### config.mk
export PLATFORM = sky130hd
export DESIGN_NAME = osd_wr_scheduler
export DESIGN_NICKNAME = d
export VERILOG_FILES = /design/src/rtl/osd_wr_scheduler.sv
export SDC_FILE = /design/constraint.sdc
export NUM_CORES = 1
export LEC_CHECK = 0
export CAP_MARGIN = 40
export CORE_MARGIN = 2
export CORE_UTILIZATION = 44
export CTS_BUF_LIST = sky130_fd_sc_hd__clkbuf_16
export DETAILED_ROUTE_END_ITERATION = 7
export PLACE_DENSITY_LB_ADDON = 0.3
export SLEW_MARGIN = 20
export SYNTH_ARGS = -nofsm -noshare
export SYNTH_HDL_FRONTEND = slang
export SYNTH_SLANG_ARGS = --single-unit
### constraint.sdc
create_clock -name N64_CLK_i -period 1.6 [get_ports N64_CLK_i]
set_input_delay 0.16 -clock N64_CLK_i [delete_from_list [all_inputs] [get_ports N64_CLK_i]]
set_output_delay 0.16 -clock N64_CLK_i [all_outputs]
set_load 0.1 [all_outputs]
### src/rtl/osd_wr_scheduler.sv
// Arbitrates OSD text-RAM writes from a CPU toggle handshake and a HW req/gnt port,
// issuing them only inside the blanking window with a strobe gap and a per-window cap.
module osd_wr_scheduler #(
  parameter int WR_GAP    = 2,
  parameter int MAX_WR    = 64,
  parameter int CPU_FIRST = 1
) (
  input  logic        N64_CLK_i,
  input  logic        CTRL_nRST,
  input  logic        cpu_wr_tgl_i,
  input  logic [19:0] cpu_wr_data_i,
  output logic        cpu_wr_ack_o,
  input  logic        hw_req_i,
  input  logic [19:0] hw_data_i,
  output logic        hw_gnt_o,
  input  logic        osd_wr_win_i,
  output logic        osd_we_o,
  output logic [19:0] osd_wdata_o
);

  typedef enum logic [1:0] {S_IDLE, S_WRITE, S_GAP} state_t;

  localparam logic [7:0] BUDGET_MAX = 8'(MAX_WR);
  localparam logic [3:0] GAP_LAST   = (WR_GAP > 0) ? 4'(WR_GAP - 1) : 4'd0;
  localparam logic       LAST_RST   = (CPU_FIRST == 0);

  state_t      r_state;
  state_t      w_state_next;
  logic        w_grant;
  logic        r_tgl_s1, r_tgl_s2, r_tgl_prev;
  logic        r_cpu_pend;
  logic [19:0] r_cpu_buf;
  logic        r_win;
  logic [7:0]  r_budget;
  logic [3:0]  r_gap_cnt;
  logic        r_last_cpu;
  logic        r_we, r_gnt, r_ack;
  logic [19:0] r_wdata;
  logic        w_cpu_edge, w_win_rise, w_exhausted, w_pick_cpu;

  assign w_cpu_edge  = r_tgl_s2 ^ r_tgl_prev;
  assign w_win_rise  = osd_wr_win_i & ~r_win;
  assign w_exhausted = (r_budget == BUDGET_MAX);
  // On a tie the requester that did not win last time goes first.
  assign w_pick_cpu  = r_cpu_pend & (~hw_req_i | ~r_last_cpu);

  always_ff @(posedge N64_CLK_i or negedge CTRL_nRST) begin
    if (!CTRL_nRST) r_state <= S_IDLE;
    else            r_state <= w_state_next;
  end

  always_comb begin
    w_state_next = r_state;
    w_grant      = 1'b0;
    case (r_state)
      S_IDLE: begin
        if (r_win && !w_exhausted && (r_cpu_pend || hw_req_i)) begin
          w_grant      = 1'b1;
          w_state_next = S_WRITE;
        end
      end
      S_WRITE: begin
        if (WR_GAP > 0) w_state_next = S_GAP;
        else            w_state_next = S_IDLE;
      end
      S_GAP: begin
        if (r_gap_cnt == GAP_LAST) w_state_next = S_IDLE;
      end
      default: w_state_next = S_IDLE;
    endcase
  end

  always_ff @(posedge N64_CLK_i or negedge CTRL_nRST) begin
    if (!CTRL_nRST) begin
      r_tgl_s1   <= 1'b0;
      r_tgl_s2   <= 1'b0;
      r_tgl_prev <= 1'b0;
      r_cpu_pend <= 1'b0;
      r_cpu_buf  <= 20'd0;
      r_win      <= 1'b0;
      r_budget   <= 8'd0;
      r_gap_cnt  <= 4'd0;
      r_last_cpu <= LAST_RST;
      r_we       <= 1'b0;
      r_gnt      <= 1'b0;
      r_ack      <= 1'b0;
      r_wdata    <= 20'd0;
    end else begin
      r_tgl_s1   <= cpu_wr_tgl_i;
      r_tgl_s2   <= r_tgl_s1;
      r_tgl_prev <= r_tgl_s2;
      r_win      <= osd_wr_win_i;

      // Edges arriving while a request is still pending are dropped.
      if (w_grant && w_pick_cpu) begin
        r_cpu_pend <= 1'b0;
      end else if (w_cpu_edge && !r_cpu_pend) begin
        r_cpu_pend <= 1'b1;
        r_cpu_buf  <= cpu_wr_data_i;
      end

      r_we  <= w_grant;
      r_gnt <= w_grant & ~w_pick_cpu;
      if (w_grant) begin
        r_wdata    <= w_pick_cpu ? r_cpu_buf : hw_data_i;
        r_last_cpu <= w_pick_cpu;
        if (w_pick_cpu) r_ack <= r_tgl_s2;
      end

      // A window restart coinciding with a write counts that write in the new window.
      if (w_win_rise)
        r_budget <= (r_state == S_WRITE) ? 8'd1 : 8'd0;
      else if (r_state == S_WRITE && !w_exhausted)
        r_budget <= r_budget + 8'd1;

      if (r_state == S_GAP) r_gap_cnt <= r_gap_cnt + 4'd1;
      else                  r_gap_cnt <= 4'd0;
    end
  end

  assign osd_we_o     = r_we;
  assign hw_gnt_o     = r_gnt;
  assign cpu_wr_ack_o = r_ack;
  assign osd_wdata_o  = r_wdata;

endmodule
==> Flow_metrics.wiki, run 1 <==
{| class="wikitable"
! Metric !! Value
|-
| Result of the run || finished with violations
|-
| Violations in the final reports || negative setup slack
|-
| Wire length of the first global-routing pass || roughly 9500 um
|-
| Buffer levels on the longest clock path || 2
|-
| Overall routed net length || 5999 um
|-
| Root cell of the clock tree || sky130_fd_sc_hd__clkbuf_16
|-
| Count of maximum capacitance violations || 0
|-
| Placement Rows || 28
|-
| Pins over their slew limit || 0
|-
| Required time of the critical path || approximately 1800 ps
|-
| Number of sinks on the clock net || 63
|-
| Setup Total Neg Slack || -997.3 ps
|-
| Number of filler cells placed in the layout || between 400 and 500
|-
| Arrival time at the worst endpoint || between 1500 and 2000 ps
|-
| Kind of path behind the tightest hold check || input pin to flop
|-
| DIE HEIGHT || 81.66 um
|-
| Cell Count Post-Placement || 365
|-
| Overall fraction of global-route tracks in use || 0.1950
|-
| Wire length per cell after detailed routing || roughly 15 um
|-
| Syn nets || approximately 270
|-
| Global-route track usage on met3 || 0.05604
|-
| Via density || a little over 5
|-
| Diode insertion count for antenna repair || 0
|-
| Sequential cell area fraction in the yosys report || 0.5941
|-
| Post-route DRC violation count || 0
|-
| Antenna-violating nets left || 0
|-
| Total power || roughly 0.010 W
|-
| Die Span X || between 80 and 90 um
|-
| Initial antenna violation count || 0
|-
| Slowest cell on the critical path || sky130_fd_sc_hd__dfrtp_1
|-
| Core region area || slightly below 6000 um2
|-
| Estimated wirelength of the detail-placed design || between 3000 and 4000 um
|-
| RSZ-0062 raised after global routing || yes
|-
| Crit path time final || around 1700 ps
|-
| Effective utilization at floorplan || 0.4509
|-
| Number of CTS-inserted buffers || 9
|-
| Clock latency on the worst-skew pair || 330 ps
|-
| Synth Warn # || 0
|-
| Number of top-level pins || 68
|-
| Clock-pin transition on the worst setup and hold timing paths || ~50 ps
|-
| Synthesis-to-finish area growth || 58.27%
|-
| Detailed router's first-iteration violation count || ~120
|-
| Crit. End Element || flop
|-
| Grt total ovfl || 0
|-
| Met1 capacity usage during global routing || 0.2313
|-
| Worst Setup Path Type || flop to flop
|-
| Maximum clock frequency || 593.5 MHz
|-
| GR peak layer || met2
|-
| Clock tree from TritonCTS || yes
|-
| Fin crit share || 1.053
|-
| Synth Cell Area || ~2700 um2
|-
| Met2 global-route usage || 0.3197
|-
| Final critical-path setup slack || -85.04 ps
|-
| CP cell instances || inv_2 -> ha_2 -> and4bb_2 -> a211oi_4 -> nand2_2 -> mux2_4
|-
| Count of endpoints failing setup in the final report || 25
|-
| Clock skew after layout || between 7 and 8 ps
|-
| Overall via count from detail_route || roughly 2000
|-
| Pwr Density || roughly 2400 nW/um2
|-
| Pleak || about 1.9 nW
|-
| Largest voltage drop on the vdd net || about 1.7 mV
|-
| Level count of the clock H-tree || 3
|-
| Worst-case headroom to the max-slew limit || 0.7721
|-
| #FFs+latches synth || 63
|-
| First-pass iteration count of the detailed router || 4
|-
| Count of nets after finishing || around 360
|-
| Crit-path max FO || 4
|-
| Routability Congestion || roughly 0.80
|-
| Worst-margin pin slew || 341.1 ps
|-
| Post-Synthesis Mean Instance Area || ~12 um2
|-
| Delay of the slowest cell on the worst path || between 300 and 400 ps
|-
| Vias in the first global route || 2058
|-
| Area of the die || approximately 6700 um2
|-
| Pin count of the biggest net entering global routing || 42
|-
| Area taken by multi-input logic gates || 1077 um2
|-
| Commonest non-fill, non-tap cells in the layout || 63 x sky130_fd_sc_hd__dfrtp_1, 43 x sky130_fd_sc_hd__clkdlybuf4s50_1, 31 x sky130_fd_sc_hd__nor2_1
|-
| Most common library cell in the layout ignoring fill and taps || sky130_fd_sc_hd__dfrtp_1
|-
| Synthesized instance count || ~220
|-
| Quantity of I/O buffers inserted on ports || 67
|-
| Number of library cell types mapped by synthesis || 34
|-
| Total area of sequential cells || 1577 um2
|-
| Number of failing hold endpoints at the final stage || 0
|-
| Share of post-route cells with drive strength above 1 || 0.3185
|-
| Worst setup SP type || flop
|-
| Layout Cells excl Fill || between 300 and 400
|}
-- stage by stage --
step | worst slack, ps | cell area [um2] | utilization | hold WS, ps
finish | -85.04 | 4200 | 0.7136 | 272.5
global route | -160.1 | 4200 | 0.7136 | 270.7
CTS | -61.56 | 4141 | 0.7037 | 265.3
detailed placement | -77.08 | 3776 | 0.6416 | 150.4
global placement | -16.56 | 3776 | 0.6416 | 148.4
floorplan | -112.5 | 2654 | - | -135.6
-- synthesized netlist by cell type --
cell type	number	area share
sky130_fd_sc_hd__a211oi_1	1	0.0028
sky130_fd_sc_hd__a211oi_4	1	0.0075
sky130_fd_sc_hd__a21oi_1	22	0.041
sky130_fd_sc_hd__a21oi_2	1	0.0033
sky130_fd_sc_hd__a22oi_1	1	0.0028
sky130_fd_sc_hd__and2_1	1	0.0024
sky130_fd_sc_hd__and3_1	1	0.0024
sky130_fd_sc_hd__and4b_1	1	0.0038
sky130_fd_sc_hd__and4bb_2	1	0.0047
sky130_fd_sc_hd__buf_1	1	0.0014
sky130_fd_sc_hd__buf_2	5	0.0094
sky130_fd_sc_hd__buf_4	2	0.0057
sky130_fd_sc_hd__clkbuf_1	1	0.0014
sky130_fd_sc_hd__dfrtp_1	63	0.59
sky130_fd_sc_hd__ha_1	4	0.019
sky130_fd_sc_hd__inv_1	5	0.0071
sky130_fd_sc_hd__mux2_1	1	0.0042
sky130_fd_sc_hd__mux2_2	20	0.085
sky130_fd_sc_hd__mux2i_1	21	0.079
sky130_fd_sc_hd__nand2_1	4	0.0057
sky130_fd_sc_hd__nand2_2	1	0.0024
sky130_fd_sc_hd__nand2b_1	2	0.0047
sky130_fd_sc_hd__nand3_1	1	0.0019
sky130_fd_sc_hd__nand4_1	4	0.0094
sky130_fd_sc_hd__nor2_1	32	0.045
sky130_fd_sc_hd__nor2b_1	3	0.0071
sky130_fd_sc_hd__nor3_1	1	0.0019
sky130_fd_sc_hd__nor3b_1	1	0.0028
sky130_fd_sc_hd__o21ai_0	2	0.0038
sky130_fd_sc_hd__o311ai_0	1	0.0033
sky130_fd_sc_hd__or3_1	2	0.0047
sky130_fd_sc_hd__or3b_1	1	0.0033
sky130_fd_sc_hd__xnor2_1	2	0.0066
sky130_fd_sc_hd__xor2_1	6	0.020
-- metal layers --
metal	vias to the layer above	part of all wire
met1	978	0.40
met5	-	0
met3	12	0.054
met2	56	0.52
met4	0	0.026
li1	935	-
-- registers in the layout, indices dropped and copies added (netlist names) --
name	flops
osd_wdata_o	20
r_cpu_buf	20
r_budget	8
r_gap_cnt	4
r_state	2
cpu_wr_ack_o	1
hw_gnt_o	1
osd_we_o	1
r_cpu_pend	1
r_last_cpu	1
r_tgl_prev	1
r_tgl_s1	1
r_tgl_s2	1
r_win	1
-- where the power goes --
group | leakage (nW) | switching [W] | internal [W]
registers | 0.756 | 0.000524 | 0.00224
logic | 0.992 | 0.00319 | 0.00222
clock network | 0.146 | 0.000667 | 0.00119
-- path summary, 6_finish.rpt --
check                        startpoint        endpoint  slack (ps)  cells past startpoint
hold reg to reg                r_tgl_s1        r_tgl_s2         350                      0
setup reg to reg            r_budget[0]    cpu_wr_ack_o         -90                      6
hold / removal             cpu_wr_tgl_i        r_tgl_s1         270                      1
min in group asynchronous     CTRL_nRST  osd_wdata_o[2]         340                      3
max in group asynchronous     CTRL_nRST        hw_gnt_o        1020                      3
setup / recovery            r_budget[0]    cpu_wr_ack_o         -90                      6
-- layout make-up --
class                      count  area share
multi-input combinational    139      0.2565
clock buffer                   9     0.05362
sequential                    63      0.3753
timing repair buffer          91      0.2723
tap                           75     0.02234
inverter                       5    0.004468
clock inverter                 7     0.01549
-- cells by family (layout without fill, tap and decap cells) --
group                      Yosys count  after routing  synth area share
and+or+nand+nor                     56             56            0.1023
muxes                               42             42            0.1683
buffers and inverters               14            112           0.02498
AOI/OAI and AO/OA                   29             29           0.06507
DFF                                 63             63            0.5941
xor gates and xnor gates             8              8           0.02640
adders and majority gates            4              4           0.01886
-- worst max-delay path: cells and delay by family (launching register included) --
kind                     cells  cell delay, ps
flip-flops                   1             350
AND/OR/NAND/NOR              2             350
AO/OA/AOI/OAI                1             340
multiplexers                 1             310
adder cells (fa/ha/maj)      1             160
buffers and inverters        1              50
-- timing repair --
item	CTS	global route
buffers inserted	3	2
hold endpoints to repair	63	0
hold buffers	1	0
cloned	2	0
endpoints found under the setup margin	25	26
gates resized for setup	11	10
pin swaps	0	2
Power figures use the tool's default switching activity.
==> run 2: changes to the inputs <==
--- a/config.mk
+++ b/config.mk
@@ -6,8 +6,10 @@
 export NUM_CORES = 1
 export LEC_CHECK = 0
 export CAP_MARGIN = 40
+export CELL_PAD_IN_SITES_DETAIL_PLACEMENT = 1
+export CELL_PAD_IN_SITES_GLOBAL_PLACEMENT = 2
 export CORE_MARGIN = 2
-export CORE_UTILIZATION = 44
+export CORE_UTILIZATION = 28
 export CTS_BUF_LIST = sky130_fd_sc_hd__clkbuf_16
 export DETAILED_ROUTE_END_ITERATION = 7
 export PLACE_DENSITY_LB_ADDON = 0.3
==> constraint.sdc (replaced) <==
create_clock -name N64_CLK_i -period 1.6 [get_ports N64_CLK_i]
set_input_delay 0.16 -clock N64_CLK_i [delete_from_list [all_inputs] [get_ports N64_CLK_i]]
set_output_delay 0.16 -clock N64_CLK_i [all_outputs]
set_load 0.01 [all_outputs]
==> Flow_metrics.wiki, run 2 (same netlist as run 1, synthesis figures left out) <==
{| class="wikitable"
! Metric !! Value
|-
| Arrival time at the worst endpoint || 1890 ps (about the same)
|-
| Placement Rows || 35 (was 28)
|-
| Pleak || 1.785 nW (was 1.894 nW)
|-
| Flop pwr share || 0.347 (was 0.275)
|-
| FF-to-FF setup slack || -90 ps (about the same)
|-
| Worst Setup Path Type || flop to flop (unchanged)
|-
| Count of nets after finishing || 361 (was 358)
|-
| Total placed instance area || 3591 um2 (was 3776 um2)
|-
| Detailed router's first-iteration violation count || 27 (was 116)
|-
| Largest voltage drop on the vdd net || 0.6228 mV (was 1.697 mV)
|-
| Initial antenna violation count || 0 (unchanged)
|-
| Post-route DRC violation count || 0 (unchanged)
|-
| Kind of path behind the tightest hold check || input pin to asynchronous set/reset pin (was input pin to flop)
|-
| Share of post-route cells with drive strength above 1 || 0.2744 (was 0.3185)
|-
| Grt total ovfl || 0 (unchanged)
|-
| Total internal power || 0.005039 W (was 0.005646 W)
|-
| Area of the die || 10270 um2 (was 6668 um2)
|-
| Fin crit share || 1.053 (about the same)
|-
| Core region area || 9196 um2 (was 5886 um2)
|-
| Synthesis-to-finish area growth || 54.13% (was 58.27%)
|-
| Crit path from || r_budget[0] (unchanged)
|-
| Number of failing hold endpoints at the final stage || 0 (unchanged)
|-
| Most common library cell in the layout ignoring fill and taps || sky130_fd_sc_hd__clkdlybuf4s50_1 (was sky130_fd_sc_hd__dfrtp_1)
|-
| Number of cell instances on the worst register-to-register path || 7 (was 6)
|-
| Clock tree from TritonCTS || yes (unchanged)
|-
| Commonest non-fill, non-tap cells in the layout || 66 x sky130_fd_sc_hd__clkdlybuf4s50_1, 63 x sky130_fd_sc_hd__dfrtp_1, 29 x sky130_fd_sc_hd__nor2_1 (was 63 x sky130_fd_sc_hd__dfrtp_1, 43 x sky130_fd_sc_hd__clkdlybuf4s50_1, 31 x sky130_fd_sc_hd__nor2_1)
|-
| Diode insertion count for antenna repair || 0 (unchanged)
|-
| Count of maximum capacitance violations || 0 (unchanged)
|-
| Wire length per cell after detailed routing || 15.47 um (was 15.42 um)
|-
| Required time of the critical path || 1800 ps (was 1810 ps)
|-
| Pin count of the biggest net entering global routing || 45 (was 42)
|-
| Crit. End Element || flop (unchanged)
|-
| Clock skew after layout || 9.115 ps (was 7.517 ps)
|-
| First-pass iteration count of the detailed router || 4 (unchanged)
|-
| Clk network pwr share || 0.232 (was 0.185)
|-
| Finished layout cell area || 4090 um2 (was 4200 um2)
|-
| Quantity of I/O buffers inserted on ports || 67 (unchanged)
|-
| Hold Slack || 223.6 ps (was 272.5 ps)
|-
| Result of the run || finished with violations (unchanged)
|-
| Post-placement setup slack || -77.39 ps (was -77.08 ps)
|-
| Antenna-violating nets left || 0 (unchanged)
|-
| Final critical-path setup slack || -85.33 ps (was -85.04 ps)
|-
| Worst-case headroom to the max-slew limit || 0.8049 (was 0.7721)
|-
| DIE HEIGHT || 101.4 um (was 81.66 um)
|-
| Level count of the clock H-tree || 3 (unchanged)
|-
| Overall routed net length || 6622 um (was 5999 um)
|-
| Vias in the first global route || 2023 (was 2058)
|-
| Fraction of power spent switching nets || 0.3225 (was 0.4371)
|-
| Crit path time final || 1685 ps (about the same)
|-
| Clock latency on the worst-skew pair || 320 ps (was 330 ps)
|-
| Slowest cell on the critical path || sky130_fd_sc_hd__dfrtp_1 (unchanged)
|-
| RSZ-0062 raised after global routing || yes (unchanged)
|-
| Count of endpoints failing setup in the final report || 13 (was 25)
|-
| Number of sinks on the clock net || 63 (unchanged)
|-
| Root cell of the clock tree || sky130_fd_sc_hd__clkbuf_16 (unchanged)
|-
| Maximum clock frequency || 593.4 MHz (was 593.5 MHz)
|-
| Crit-path max FO || 5 (was 4)
|-
| Violations in the final reports || negative setup slack (unchanged)
|-
| Estimated wirelength of the detail-placed design || 4315 um (was 3950 um)
|-
| Number of CTS-inserted buffers || 9 (unchanged)
|-
| Critical R2R Capture || cpu_wr_ack_o (unchanged)
|-
| Buffer levels on the longest clock path || 2 (unchanged)
|-
| Routability Congestion || 0.7095 (was 0.8013)
|-
| Number of top-level pins || 68 (unchanged)
|-
| Startpoint of the lowest-slack register-to-register path || r_budget[0] (unchanged)
|-
| Worst setup SP type || flop (unchanged)
|-
| Pins over their slew limit || 0 (unchanged)
|-
| Overall fraction of global-route tracks in use || 0.1279 (was 0.1950)
|-
| Clock-pin transition on the worst setup and hold timing paths || 50 ps (about the same)
|-
| Number of filler cells placed in the layout || 982 (was 402)
|-
| Worst-margin pin slew || 292.1 ps (was 341.1 ps)
|-
| Via density || 4.572 (was 5.093)
|-
| Setup crit end || cpu_wr_ack_o (unchanged)
|-
| Effective utilization at floorplan || 0.2886 (was 0.4509)
|-
| Combinational cell fraction of total power || 0.421 (was 0.539)
|-
| Overall via count from detail_route || 1957 (was 1981)
|-
| Sw Pwr || 0.002399 W (was 0.004383 W)
|-
| Delay of the slowest cell on the worst path || 350 ps (about the same)
|-
| Pwr Density || 1818 nW/um2 (was 2388 nW/um2)
|-
| Wire length of the first global-routing pass || 9880 um (was 9487 um)
|-
| Die Span X || 101.4 um (was 81.66 um)
|-
| CP cell instances || inv_2 -> ha_4 -> and4bb_2 -> a211oi_4 -> buf_6 -> nand2_4 -> mux2_4 (was inv_2 -> ha_2 -> and4bb_2 -> a211oi_4 -> nand2_2 -> mux2_4)
|}
[run 2: changes by cell type in the layout (fill, tap and decap cells not counted), moves of 2 or more]
cell / delta
sky130_fd_sc_hd__a21oi_1: -9
sky130_fd_sc_hd__a21oi_2: +10
sky130_fd_sc_hd__buf_12: -23
sky130_fd_sc_hd__clkbuf_16: +3
sky130_fd_sc_hd__clkdlybuf4s50_1: +23
sky130_fd_sc_hd__clkinvlp_4: +2
sky130_fd_sc_hd__nor2_1: -2
sky130_fd_sc_hd__nor2_2: +2
sky130_fd_sc_hd__or3_1: +2
sky130_fd_sc_hd__or3_4: -2
[run 2: power by group through the flow]
stage	sequential, W	combinational [W]	clock (W)
floorplan	0.00268	0.00134	0
global route	0.00268	0.00341	0.00185
detailed placement	0.00261	0.00270	0
CTS	0.00259	0.00276	0.00177
finish	0.00258	0.00313	0.00172
global placement	0.00260	0.00262	0
[run 2: worst min path at each step]
| stage | endpoint |
|---|---|
| after CTS | r_gap_cnt[3] |
| after global routing | r_budget[0] |
| after floorplan | cpu_wr_ack_o |
| final | r_gap_cnt[3] |
| after detailed placement | r_gap_cnt[3] |
| after global placement | r_state[1] |
[run 2: layer usage]
layer  vias to the layer above  wire [um]  track usage
met5                         -          0            0
met4                         0        124      0.06861
met3                         8        299      0.03865
met2                        45       3206       0.1966
met1                       966       2991       0.1619
li1                        938          -            -
[run 2: critical path: cells and delay by family, from the launching register on]
family | cells | cell delay, ps
buf+inv | 2 | 240
flops | 1 | 350
compound gates | 1 | 210
fa+ha+maj | 1 | 150
mux | 1 | 300
simple gates | 2 | 320
[run 2: cell type report]
class | count | area [um2] | area share
sequential | 63 | 1577 | 0.3854
timing repair buffer | 94 | 988.4 | 0.2417
clock inverter | 7 | 41.29 | 0.01009
tap | 111 | 138.9 | 0.03396
multi-input combinational | 139 | 1101 | 0.2692
clock buffer | 9 | 225.2 | 0.05506
inverter | 5 | 18.77 | 0.004589
[run 2: repair_timing]
item | 4_1_cts | 5_1_grt
pin swaps | 1 | 0
resized for setup | 2 | 24
endpoints found under the setup margin | 25 | 27
gates cloned | 0 | 4
hold endpoints to repair | 63 | 0
hold buffers | 1 | 0
setup buffers | 3 | 3
[run 2: through the flow]
stage                     TNS [ps]  utilization  power [W]  cells
after global placement      -32.82       0.3905   0.005223    401
after floorplan             -861.0            -   0.004022    216
after CTS                   -242.2       0.4237   0.007111    421
after global routing         -1844       0.4448   0.007942    428
final                       -321.6       0.4448   0.007437    428
after detailed placement     -1349       0.3905   0.005309    401
